**src/rtl/spi_flash_seq.sv**
```systemverilog
// SPI flash operation sequencer. Drives a byte-wide RBCP-style register master
// through fixed step lists for sector erase, page program and status read,
// polling the flash status register until the write-in-progress bit clears.
//
//  state | meaning
//  IDLE  | waiting for a start request
//  ISSUE | one-cycle access strobe (m_act plus m_we or m_re)
//  WAIT  | m_act held, waiting for m_ack with a timeout down-counter
//  NEXT  | advance the step counter or leave the step list
//  CHECK | evaluate the status byte after a poll pass
//  FIN   | one-cycle done pulse, back to IDLE

module spi_flash_seq #(
    parameter logic [23:0] ACK_TO   = 24'd2_000_000,
    parameter logic [15:0] POLL_MAX = 16'd50000
) (
    input  logic        clk,
    input  logic        rst,
    input  logic        start,
    input  logic [1:0]  op,
    input  logic [23:0] faddr,
    input  logic [8:0]  len,
    output logic        busy,
    output logic        done,
    output logic [1:0]  err,
    output logic [7:0]  status,
    output logic        m_act,
    output logic        m_we,
    output logic        m_re,
    output logic [11:0] m_addr,
    output logic [7:0]  m_wd,
    input  logic        m_ack,
    input  logic [7:0]  m_rd
);

    typedef enum logic [2:0] {IDLE, ISSUE, WAIT, NEXT, CHECK, FIN} state_t;

    // Step layout: 0-3 setup, 4-10 WREN, 11-17 SE/PP, 18-24 RDSR, 25 status read.
    // A status-only request jumps from the last setup step straight to RDSR.
    localparam logic [5:0] STEP_SETUP_LAST = 6'd3;
    localparam logic [5:0] STEP_MAIN       = 6'd11;
    localparam logic [5:0] STEP_POLL       = 6'd18;
    localparam logic [5:0] STEP_READ       = 6'd25;

    state_t      state, state_nxt;
    logic [1:0]  op_q, op_nxt;
    logic [23:0] faddr_q, faddr_nxt;
    logic [8:0]  len_q, len_nxt;
    logic [5:0]  step, step_nxt;
    logic [15:0] poll_cnt, poll_nxt;
    logic [23:0] to_cnt, to_nxt;
    logic [1:0]  err_nxt;
    logic [7:0]  status_nxt;
    logic        bad_req;

    logic [11:0] step_addr;
    logic [7:0]  step_data;
    logic        step_rd;
    logic [2:0]  rel;
    logic [15:0] pp_len;

    // One byte of a 7-write SPI transaction (control, length hi/lo, command, address).
    function automatic logic [7:0] txn_byte(input logic [2:0]  idx,
                                            input logic [7:0]  ctrl,
                                            input logic [15:0] nbytes,
                                            input logic [7:0]  cmd,
                                            input logic [23:0] a);
        case (idx)
            3'd0:    txn_byte = ctrl;
            3'd1:    txn_byte = nbytes[15:8];
            3'd2:    txn_byte = nbytes[7:0];
            3'd3:    txn_byte = cmd;
            3'd4:    txn_byte = a[23:16];
            3'd5:    txn_byte = a[15:8];
            default: txn_byte = a[7:0];
        endcase
    endfunction

    // Decode the current step into master address, write data and direction.
    always_comb begin
        step_addr = 12'h000;
        step_data = 8'h00;
        step_rd   = 1'b0;
        rel       = 3'd0;
        pp_len    = {7'd0, len_q} + 16'd4;
        if (step <= STEP_SETUP_LAST) begin
            step_addr = {6'd0, step} + 12'd1;
        end else if (step < STEP_MAIN) begin
            rel       = step[2:0] - 3'd4;
            step_addr = 12'h005 + {9'd0, rel};
            step_data = txn_byte(rel, 8'h80, 16'd1, 8'h06, 24'd0);
        end else if (step < STEP_POLL) begin
            rel       = step[2:0] - 3'd3;
            step_addr = 12'h005 + {9'd0, rel};
            if (op_q == 2'd1)
                step_data = txn_byte(rel, 8'h83, pp_len, 8'h02, faddr_q);
            else
                step_data = txn_byte(rel, 8'h83, 16'd4, 8'hD8, faddr_q);
        end else if (step < STEP_READ) begin
            rel       = step[2:0] - 3'd2;
            step_addr = 12'h005 + {9'd0, rel};
            step_data = txn_byte(rel, 8'h00, 16'd2, 8'h05, 24'd0);
        end else begin
            step_addr = 12'h800;
            step_rd   = 1'b1;
        end
    end

    // Next-state and next-register logic.
    always_comb begin
        state_nxt  = state;
        op_nxt     = op_q;
        faddr_nxt  = faddr_q;
        len_nxt    = len_q;
        step_nxt   = step;
        poll_nxt   = poll_cnt;
        to_nxt     = to_cnt;
        err_nxt    = err;
        status_nxt = status;
        bad_req    = (op == 2'd3) || ((op == 2'd1) && ((len == 9'd0) || (len > 9'd256)));
        case (state)
            IDLE: begin
                if (start) begin
                    op_nxt    = op;
                    faddr_nxt = faddr;
                    len_nxt   = len;
                    step_nxt  = 6'd0;
                    poll_nxt  = 16'd0;
                    to_nxt    = 24'd0;
                    if (bad_req) begin
                        err_nxt   = 2'd1;
                        state_nxt = FIN;
                    end else begin
                        err_nxt   = 2'd0;
                        state_nxt = ISSUE;
                    end
                end
            end
            ISSUE: begin
                to_nxt    = ACK_TO - 24'd1;
                state_nxt = WAIT;
            end
            WAIT: begin
                if (m_ack) begin
                    if (step_rd) status_nxt = m_rd;
                    to_nxt    = 24'd0;
                    state_nxt = NEXT;
                end else if (to_cnt == 24'd0) begin
                    err_nxt   = 2'd2;
                    state_nxt = FIN;
                end else begin
                    to_nxt = to_cnt - 24'd1;
                end
            end
            NEXT: begin
                if (step == STEP_READ) begin
                    state_nxt = CHECK;
                end else begin
                    state_nxt = ISSUE;
                    if ((step == STEP_SETUP_LAST) && (op_q == 2'd2))
                        step_nxt = STEP_POLL;
                    else
                        step_nxt = step + 6'd1;
                end
            end
            CHECK: begin
                if ((op_q == 2'd2) || !status[0]) begin
                    err_nxt   = 2'd0;
                    state_nxt = FIN;
                end else if ((poll_cnt + 16'd1) >= POLL_MAX) begin
                    poll_nxt  = poll_cnt + 16'd1;
                    err_nxt   = 2'd3;
                    state_nxt = FIN;
                end else begin
                    poll_nxt  = poll_cnt + 16'd1;
                    step_nxt  = STEP_POLL;
                    state_nxt = ISSUE;
                end
            end
            FIN:     state_nxt = IDLE;
            default: state_nxt = IDLE;
        endcase
    end

    // State and datapath registers.
    always_ff @(posedge clk or posedge rst) begin
        if (rst) begin
            state    <= IDLE;
            op_q     <= 2'd0;
            faddr_q  <= 24'd0;
            len_q    <= 9'd0;
            step     <= 6'd0;
            poll_cnt <= 16'd0;
            to_cnt   <= 24'd0;
            err      <= 2'd0;
            status   <= 8'd0;
        end else begin
            state    <= state_nxt;
            op_q     <= op_nxt;
            faddr_q  <= faddr_nxt;
            len_q    <= len_nxt;
            step     <= step_nxt;
            poll_cnt <= poll_nxt;
            to_cnt   <= to_nxt;
            err      <= err_nxt;
            status   <= status_nxt;
        end
    end

    // Address and data are forced to zero whenever no access is in flight.
    assign busy   = (state == ISSUE) || (state == WAIT) || (state == NEXT) || (state == CHECK);
    assign done   = (state == FIN);
    assign m_act  = (state == ISSUE) || (state == WAIT);
    assign m_we   = (state == ISSUE) && !step_rd;
    assign m_re   = (state == ISSUE) && step_rd;
    assign m_addr = m_act ? step_addr : 12'h000;
    assign m_wd   = (m_act && !step_rd) ? step_data : 8'h00;

endmodule

```
**config.mk**
```make
export PLATFORM = sky130hd
export DESIGN_NAME = spi_flash_seq
export DESIGN_NICKNAME = d
export VERILOG_FILES = /design/src/rtl/spi_flash_seq.sv
export SDC_FILE = /design/constraint.sdc
export NUM_CORES = 1
export LEC_CHECK = 0
export ABC_AREA = 1
export CAP_MARGIN = 20
export CELL_PAD_IN_SITES_DETAIL_PLACEMENT = 2
export CELL_PAD_IN_SITES_GLOBAL_PLACEMENT = 2
export CORE_ASPECT_RATIO = 1.4
export CORE_MARGIN = 5
export CORE_UTILIZATION = 31
export DETAILED_ROUTE_END_ITERATION = 10
export PLACE_DENSITY = 0.81
export REMOVE_ABC_BUFFERS = 1
export SLEW_MARGIN = 10
export SYNTH_ARGS = -nofsm -noshare
export SYNTH_HDL_FRONTEND = slang
export SYNTH_SLANG_ARGS = --single-unit
```
**constraint.sdc**
```tcl
create_clock -name clk -period 4.1 [get_ports clk]
set_clock_uncertainty 0.1 [all_clocks]
set_input_delay 0.615 -clock clk [delete_from_list [all_inputs] [get_ports clk]]
set_output_delay 0.615 -clock clk [all_outputs]
set_load 0.01 [all_outputs]
```
==> results.tsv, run 1 <==
metric	value	unit
area leader, netlist	dfrtp_1	
critical path cell sequence	ha_1 -> ha_1 -> ha_1 -> inv_1 -> nand4_1 -> buf_4 -> nand2_1 -> a221oi_1 -> nand2_1 -> nand3_1 -> a21oi_1 -> clkdlybuf4s50_1	
setup TNS	0	ns
final setup fails	0	
Avg WL per Cell	17.51	um
R2R cell count	9	
Tightest Hold Check Type	reg -> reg	
Post-DRT Antenna Nets	0	
most frequent cells in the layout	nand2_1 (260), dfrtp_1 (94), inv_1 (92)	
VDD IR max	269.0	uV
post-placement cell area	6950	um2
Critical Path AT	3.18	ns
CP required	3.38	ns
ant diodes	0	
ratio of cells with drive above 1 in the final layout	8.306	%
I/O pin count	82	
first-pass GRT wire length	33110	um
Setup crit start kind	flop	
Syn Inst Count	823	
Port Buffers	74	
Die Area	22090	um2
Critical Path End Type	primary output	
Crit path depth	12	
Tcrit/Tclk final	95.01	%
Final Hold Fails	0	
status	finished, final reports clean	
number of global-route vias before repair	6395	
htree depth	3	
Hold WS	0.3863	ns
row cnt	60	
NumNets Final	960	
share of the synthesized area in the top cell type	39.56	%
clk slew on worst S/H paths	0.07	ns
initial antenna violation count	0	
hold path cells	2	
Pins Over Slew Limit	0	
Via-to-Cell Ratio	4.981	
maximum fanout along the worst path	8	
Max Cap Viol	0	
critical path type	reg -> out	
Max Freq	0.2567	GHz
top_reg_cell synth	dfrtp_1	
finished layout cell area	7256	um2
Tot GR Track Use	18.75	%
synth warn	0	
clock sink count	94	
Slew HR	49.82	%
die width	127.0	um
Post-route DRC	0	
Detailed Routing Iterations Pass 1	4	
PwrDens	590.8	nW/um2
Clock Latency Late Sink	0.35	ns
most frequent CP cell	ha_1	
DR iter-0 viols	126	
Leak	3.484	nW
placer congestion estimate	0.8611	
P&R area growth vs syn	22.03	%
Die H	173.9	um
fin util	38.05	%
initial core utilization	31.18	%
CP max-delay cell	clkdlybuf4s50_1	
drt total wl	20150	um
Synth area leaders	dfrtp_1 (40%), nand2_1 (16%), inv_1 (5.9%), nor2_1 (5.7%), o21ai_0 (4.3%)	
Bufs on Longest Clock Path	2	
Synth cell types	48	
unrepaired setup endpoints after global routing	no	
actual slew at the worst max-slew pin	0.7518	ns
Via Count	5733	
sequential share of the synthesized area	39.56	%
most common cell after layout, fill and taps aside	nand2_1	
maximum number of pins on one net before global-route repair	49	
minimum clock period	3.895	ns
Overflow after GRT	0	
Post-synth EDFFs	0	
root buf cell	clkbuf_16	
final HPWL from detailed placement	15550	um
CTS Hold Bufs	0	
Core Area	19070	um2
CTS tree	yes	
#FFs+latches synth	94	
Num CTS Buffers	9	
asr flop ratio synth	100.0	%
Max stage delay on crit path	0.57	ns
Crit path max-delay family	adder cells	
Syn Area/Cell	7.224	um2
Worst Path Buf+Inv	3	
post-synth design cell area	5946	um2
state kept, by name, indices dropped and copies added (netlist names):
signal / flops
poll_cnt: 16
len_q: 9
state: 3
to_cnt: 24
status: 8
step: 6
faddr_q: 24
err: 2
op_q: 2
layer usage:
metal / part of all wire (%) / vias to the layer above / global-route usage [%]
li1: - / 2795 / -
met1: 39 / 2851 / 20.64
met2: 57 / 64 / 36.59
met3: 2.4 / 23 / 2.774
met4: 2.0 / 0 / 5.098
met5: 0 / - / 0
path summary, 6_finish.rpt:
kind,start,end,slack (ns)
max,step[1],m_wd[1],0.20
min,faddr_q[20],faddr_q[20],0.39
max reg2reg,state[0],poll_cnt[2],1.52
min reg2reg,faddr_q[20],faddr_q[20],0.39
max in group asynchronous,rst,op_q[1],2.56
min in group asynchronous,rst,faddr_q[1],0.62
synthesized netlist by cell type, types with 5 or more instances:
| cell type | number |
|---|---|
| mux2_2 | 8 |
| nand4_1 | 13 |
| nor3_1 | 18 |
| ha_1 | 14 |
| dfrtp_1 | 94 |
| o21ai_0 | 51 |
| inv_1 | 93 |
| nand2_2 | 5 |
| o21ai_2 | 18 |
| xor2_1 | 13 |
| inv_2 | 5 |
| clkbuf_1 | 9 |
| nand3_1 | 42 |
| buf_4 | 7 |
| a21oi_1 | 18 |
| nor2_1 | 91 |
| nand2_1 | 260 |
| o22ai_1 | 10 |
tightest hold or removal path, stage by stage, from the launching register on:
cell	delay, ns
dfrtp_1	0.35
nand2_1	0.06
nand2_1	0.05
report_power, final:
group          switching (W)  total (W)  internal [W]  leakage [nW]
clock network       0.000372   0.000859      0.000487         0.141
logic                0.00140    0.00205      0.000656          2.10
registers           0.000193    0.00137       0.00118          1.24
cells by family after synthesis:
kind of cell | count (synthesis) | synth area share [%]
AOI/OAI and AO/OA | 122 | 12.77
xor gates and xnor gates | 15 | 2.210
adders and majority gates | 14 | 2.946
buffers and inverters | 122 | 8.754
DFF | 94 | 39.56
muxes | 8 | 1.515
other | 1 | 0.06307
and+or+nand+nor | 447 | 32.18
repair_timing:
item	4_1_cts	5_1_grt
buffers inserted	0	1
resized for setup	0	0
setup endpoints to repair	0	1
cell type report:
cell class	instances	area (um2)
Sequential cell	94	2352
Inverter	99	379.1
Timing Repair Buffer	82	813.3
Clock buffer	10	239.0
Tap cell	248	310.3
Fill cell	2316	11810
Multi-Input combinational cell	613	3103
Clock inverter	5	58.81
per-stage QoR:
stage / power [W] / instances / setup slack, ns
floorplan: 0.002708 / 806 / 0.7013
global placement: 0.003395 / 1135 / 0.6423
detailed placement: 0.003472 / 1135 / 0.5620
CTS: 0.004375 / 1150 / 0.1705
global route: 0.004668 / 1151 / 0.001815
finish: 0.004287 / 1151 / 0.2047
(Power assumes the default switching activity.)
==> inputs of run 2 (changes only) <==
--- a/config.mk
+++ b/config.mk
@@ -13,7 +13,7 @@
 export CORE_MARGIN = 5
 export CORE_UTILIZATION = 31
 export DETAILED_ROUTE_END_ITERATION = 10
-export PLACE_DENSITY = 0.81
+export PLACE_DENSITY_LB_ADDON = 0.1
 export REMOVE_ABC_BUFFERS = 1
 export SLEW_MARGIN = 10
 export SYNTH_ARGS = -nofsm -noshare
==> results.tsv, run 2 (synthesized netlist as in run 1, its figures left out) <==
metric	value	unit	change
status	finished, final reports clean		
Die H	173.9	um	unchanged
CTS Hold Bufs	0		unchanged
Tightest Hold Check Type	reg -> reg		
FF-to-FF Start	state[0]		
drt total wl	21290	um	+5.7%
minimum clock period	3.918	ns	+0.02220 ns
Pins Over Slew Limit	0		unchanged
actual slew at the worst max-slew pin	0.8317	ns	+0.07986 ns
NumNets Final	959		-0.10%
critical path type	reg -> out		
setup TNS	0	ns	unchanged
Num CTS Buffers	9		unchanged
ant diodes	0		unchanged
VDD IR max	256.2	uV	-4.8%
CP Launch Point	step[0]		
DR iter-0 viols	164		+30%
Leak	3.490	nW	+0.19%
Post-route DRC	0		unchanged
Max Cap Viol	0		unchanged
Die Area	22090	um2	unchanged
root buf cell	clkbuf_16		
Overflow after GRT	0		unchanged
Critical Path AT	3.20	ns	+0.02 ns
Via-to-Cell Ratio	5.031		+1.0%
most frequent cells in the layout	nand2_1 (260), dfrtp_1 (93), inv_1 (92)		
Final Hold Fails	0		unchanged
most frequent CP cell	ha_1		
Worst Min Path Start	faddr_q[19]		
CP required	3.38	ns	about the same
Hold WS	0.3859	ns	-0.0004790 ns
maximum number of pins on one net before global-route repair	95		+94%
clock sink count	94		unchanged
Detailed Routing Iterations Pass 1	4		unchanged
Max Freq	0.2553	GHz	-0.57%
reg2reg end	poll_cnt[2]		
P&R area growth vs syn	22.18	%	
Worst Path Buf+Inv	3		unchanged
htree depth	3		unchanged
clk slew on worst S/H paths	0.07	ns	about the same
initial core utilization	31.18	%	unchanged
filler cell count	2269		-2.0%
R2R cell count	9		unchanged
Post-DRT Antenna Nets	0		unchanged
Critical Path End Type	primary output		
Clock Latency Late Sink	0.35	ns	about the same
number of global-route vias before repair	6786		+6.1%
maximum fanout along the worst path	9		+1
flop2flop setup slack	1.44	ns	-0.08 ns
Slew HR	44.49	%	-5.3 points
critical path cell sequence	ha_1 -> ha_1 -> ha_1 -> inv_1 -> nand4_1 -> buf_4 -> o21ai_0 -> nand3b_1 -> nand2_1 -> a21oi_1 -> clkdlybuf4s50_1		
Via Count	5791		+1.0%
Bufs on Longest Clock Path	2		unchanged
Tot GR Track Use	19.80	%	+1.1 points
final setup fails	0		unchanged
row cnt	60		unchanged
unrepaired setup endpoints after global routing	no		
ratio of cells with drive above 1 in the final layout	8.416	%	+0.11 points
first-pass GRT wire length	34950	um	+5.6%
biggest registers after layout	faddr_q x24, to_cnt x24, poll_cnt x16		
worst hold path endpoint	faddr_q[19]		
placer congestion estimate	0.8878		+3.1%
Tcrit/Tclk final	95.55	%	+0.54 points
CTS tree	yes		
hold path cells	2		unchanged
PwrDens	599.3	nW/um2	+1.4%
Crit path max-delay family	adder cells		
Setup crit start kind	flop		
I/O pin count	82		unchanged
Avg WL per Cell	18.50	um	+5.7%
Max stage delay on crit path	0.58	ns	about the same
CP max-delay cell	clkdlybuf4s50_1		
Core Area	19070	um2	unchanged
most common cell after layout, fill and taps aside	nand2_1		
Port Buffers	74		unchanged
die width	127.0	um	unchanged
initial antenna violation count	0		unchanged
final HPWL from detailed placement	16650	um	+7.1%
[run 2: layout make-up]
cell class / instances / area (um2) / area share (%)
clock inverters: 7 / 87.58 / 1.206
flip-flops and latches: 94 / 2354 / 32.40
multi-input cells: 613 / 3103 / 42.71
inverters: 99 / 379.1 / 5.219
well taps: 248 / 310.3 / 4.271
clock buffers: 9 / 225.2 / 3.100
repair buffers: 81 / 805.8 / 11.09
[run 2: worst reg2reg max path, delay by kind of cell, from the launching register on]
family	cells	cell delay, ns
AOI/OAI and AO/OA	1	0.13
buffers and inverters	3	0.95
DFF	1	0.44
and+or+nand+nor	5	0.97
[run 2: per-layer routing]
| layer | vias to the layer above | share of wire (%) | GRT usage, % |
|---|---|---|---|
| met3 | 27 | 2.3 | 2.682 |
| met5 | - | 0 | 0 |
| li1 | 2787 | - | - |
| met2 | 66 | 58 | 40.11 |
| met1 | 2911 | 37 | 20.35 |
| met4 | 0 | 2.3 | 6.127 |
[run 2: how the worst max path moves through the flow]
stage	cells after the start	endpoint
after floorplan	6	poll_cnt[3]
after global placement	12	m_wd[7]
after detailed placement	12	m_wd[7]
after CTS	12	m_wd[7]
after global routing	12	m_wd[1]
final	11	m_wd[0]
[run 2: power breakdown]
group	switching (W)	total [W]	internal [W]
clock network	0.000423	0.000912	0.000489
registers	0.000199	0.00138	0.00118
logic	0.00141	0.00206	0.000655
[run 2: timing repair]
action | in CTS | in global routing
endpoints found under the setup margin | 0 | 6
resized for setup | 0 | 1
buffers inserted | 0 | 1
endpoints found under the hold margin | 0 | 0
[run 2: through the flow]
stage	instance area (um2)	utilization, %	setup slack, ns	std cells	total power (W)
final	7264	38.10	0.1825	1151	0.004353
after detailed placement	6943	36.41	0.4198	1134	0.003500
after floorplan	5824	-	0.7013	806	0.002708
after global placement	6943	36.41	0.5173	1134	0.003399
after global routing	7264	38.10	0.01386	1151	0.004725
after CTS	7256	38.05	0.008777	1150	0.004439
==> inputs of run 3 (changes only) <==
--- a/config.mk
+++ b/config.mk
@@ -7,11 +7,9 @@
 export LEC_CHECK = 0
 export ABC_AREA = 1
 export CAP_MARGIN = 20
-export CELL_PAD_IN_SITES_DETAIL_PLACEMENT = 2
-export CELL_PAD_IN_SITES_GLOBAL_PLACEMENT = 2
 export CORE_ASPECT_RATIO = 1.4
 export CORE_MARGIN = 5
-export CORE_UTILIZATION = 31
+export CORE_UTILIZATION = 43
 export DETAILED_ROUTE_END_ITERATION = 10
 export PLACE_DENSITY_LB_ADDON = 0.1
 export REMOVE_ABC_BUFFERS = 1
==> results.tsv, run 3 (synthesized netlist as in run 1, its figures left out) <==
metric	value	unit	change
Port Buffers	74		unchanged
Critical Path AT	3.21	ns	about the same
CTS Hold Bufs	0		unchanged
Post-route DRC	0		unchanged
minimum clock period	3.926	ns	+0.008335 ns
row cnt	50		-17%
Die Area	16310	um2	-26%
most frequent cells in the layout	nand2_1 (260), dfrtp_1 (94), inv_1 (92)		
ratio of cells with drive above 1 in the final layout	8.609	%	+0.19 points
Setup crit start kind	flop		
PwrDens	602.4	nW/um2	+0.53%
CTS tree	yes		
Setup WS pre-CTS	0.4573	ns	+0.03753 ns
Flop pwr share	31.4	%	-0.3 points
placer congestion estimate	0.9617		+8.3%
most common cell after layout, fill and taps aside	nand2_1		
fin worst setup slack	0.1741	ns	-0.008335 ns
CP required	3.38	ns	about the same
clock group share of total power	23.1	%	+2.1 points
first-pass GRT wire length	27680	um	-21%
I/O pin count	82		unchanged
Bufs on Longest Clock Path	2		unchanged
Core Area	13450	um2	-29%
critical path type	reg -> out		
clock sink count	94		unchanged
NumNets Final	962		+0.31%
Overflow after GRT	0		unchanged
Leak	3.519	nW	+0.83%
maximum fanout along the worst path	8		-1
initial core utilization	44.20	%	+13 points
Max Freq	0.2547	GHz	-0.21%
die width	109.4	um	-14%
Critical Path End Type	primary output		
Post-DRT Antenna Nets	0		unchanged
Int Pwr	0.002446	W	+5.3%
initial antenna violation count	0		unchanged
status	finished, final reports clean		
VDD IR max	302.1	uV	+18%
Max Cap Viol	0		unchanged
Tot GR Track Use	21.52	%	+1.7 points
biggest registers after layout	faddr_q x24, to_cnt x24, poll_cnt x16		
Via Count	5621		-2.9%
Pins Over Slew Limit	0		unchanged
number of global-route vias before repair	5767		-15%
root buf cell	clkbuf_16		
Tcrit/Tclk final	95.75	%	+0.20 points
actual slew at the worst max-slew pin	0.8199	ns	-0.01180 ns
Num CTS Buffers	9		unchanged
Slew HR	45.28	%	+0.79 points
Tightest Hold Check Type	reg -> reg		
htree depth	3		unchanged
clk slew on worst S/H paths	0.07	ns	about the same
Final Hold Fails	0		unchanged
Avg WL per Cell	15.37	um	-17%
unrepaired setup endpoints after global routing	no		
Sw Share	43.83	%	-2.8 points
Clock Latency Late Sink	0.36	ns	about the same
Detailed Routing Iterations Pass 1	5		+1
fin util	53.75	%	+16 points
Sw Pwr	0.001909	W	-5.9%
maximum number of pins on one net before global-route repair	50		-47%
final HPWL from detailed placement	12590	um	-24%
drt total wl	16720	um	-21%
ant diodes	0		unchanged
Comb power frac	45.5	%	-1.9 points
setup TNS	0	ns	unchanged
DR iter-0 viols	298		+82%
filler cell count	1323		-42%
Via-to-Cell Ratio	5.166		+2.7%
Die H	149.1	um	-14%
P&R area growth vs syn	21.59	%	
final setup fails	0		unchanged
==> run 3: stage by stage <==
stage	hold slack, ns	instances	total power [W]	cell area, um2
2_1_floorplan	0.3367	806	0.002708	5824
3_3_place_gp	0.3615	1070	0.003308	6862
3_5_place_dp	0.3587	1070	0.003347	6862
4_1_cts	0.3759	1086	0.004366	7214
5_1_grt	0.4006	1088	0.004673	7229
6_report	0.3711	1088	0.004355	7229
==> run 3: final timing paths <==
kind,cells after the start,slack (ns),to,from
max in group asynchronous,3,2.54,to_cnt[22],rst
worst max register to register,8,1.60,poll_cnt[14],state[0]
worst max-delay path,12,0.17,m_wd[7],step[1]
min in group asynchronous,2,0.50,status[7],rst
worst min register to register,2,0.37,err[0],err[0]
worst min-delay path,2,0.37,err[0],err[0]
==> run 3: routing by layer <==
metal	wire length (um)	up-vias	part of all wire, %	GRT usage [%]
met1	6848	2669	41	25.34
met5	0	-	0	0
met3	629	27	3.8	2.945
met4	463	0	2.8	9.981
li1	-	2805	-	-
met2	8777	120	53	38.08
==> run 3: final cells by class <==
cell class | instances | area [um2] | share of cell area (%)
Clock inverter | 7 | 127.6 | 1.765
Timing Repair Buffer | 84 | 815.8 | 11.28
Clock buffer | 9 | 225.2 | 3.115
Multi-Input combinational cell | 613 | 3103 | 42.92
Inverter | 99 | 377.9 | 5.227
Tap cell | 182 | 227.7 | 3.150
Sequential cell | 94 | 2352 | 32.54
==> run 3: power groups by stage <==
| stage | logic [W] | clock network [W] | registers (W) |
|---|---|---|---|
| 2_1_floorplan | 0.00138 | 0 | 0.00133 |
| 3_3_place_gp | 0.00193 | 0 | 0.00138 |
| 3_5_place_dp | 0.00197 | 0 | 0.00138 |
| 4_1_cts | 0.00198 | 0.00103 | 0.00136 |
| 5_1_grt | 0.00222 | 0.00106 | 0.00139 |
| 6_report | 0.00198 | 0.00101 | 0.00137 |
==> run 3: worst max-delay path: stages, from the launching register on <==
cell             delay, ns
dfrtp_1               0.44
ha_1                  0.24
ha_1                  0.39
ha_1                  0.24
inv_1                 0.10
nand4_1               0.17
buf_4                 0.21
nand2_1               0.06
a211oi_1              0.04
nand2_1               0.08
o211ai_1              0.08
a21oi_1               0.22
clkdlybuf4s50_1       0.59
==> run 3: what timing repair did <==
action	4_1_cts	5_1_grt
endpoints found under the setup margin	0	6
resized for setup	0	0
setup buffers	0	2
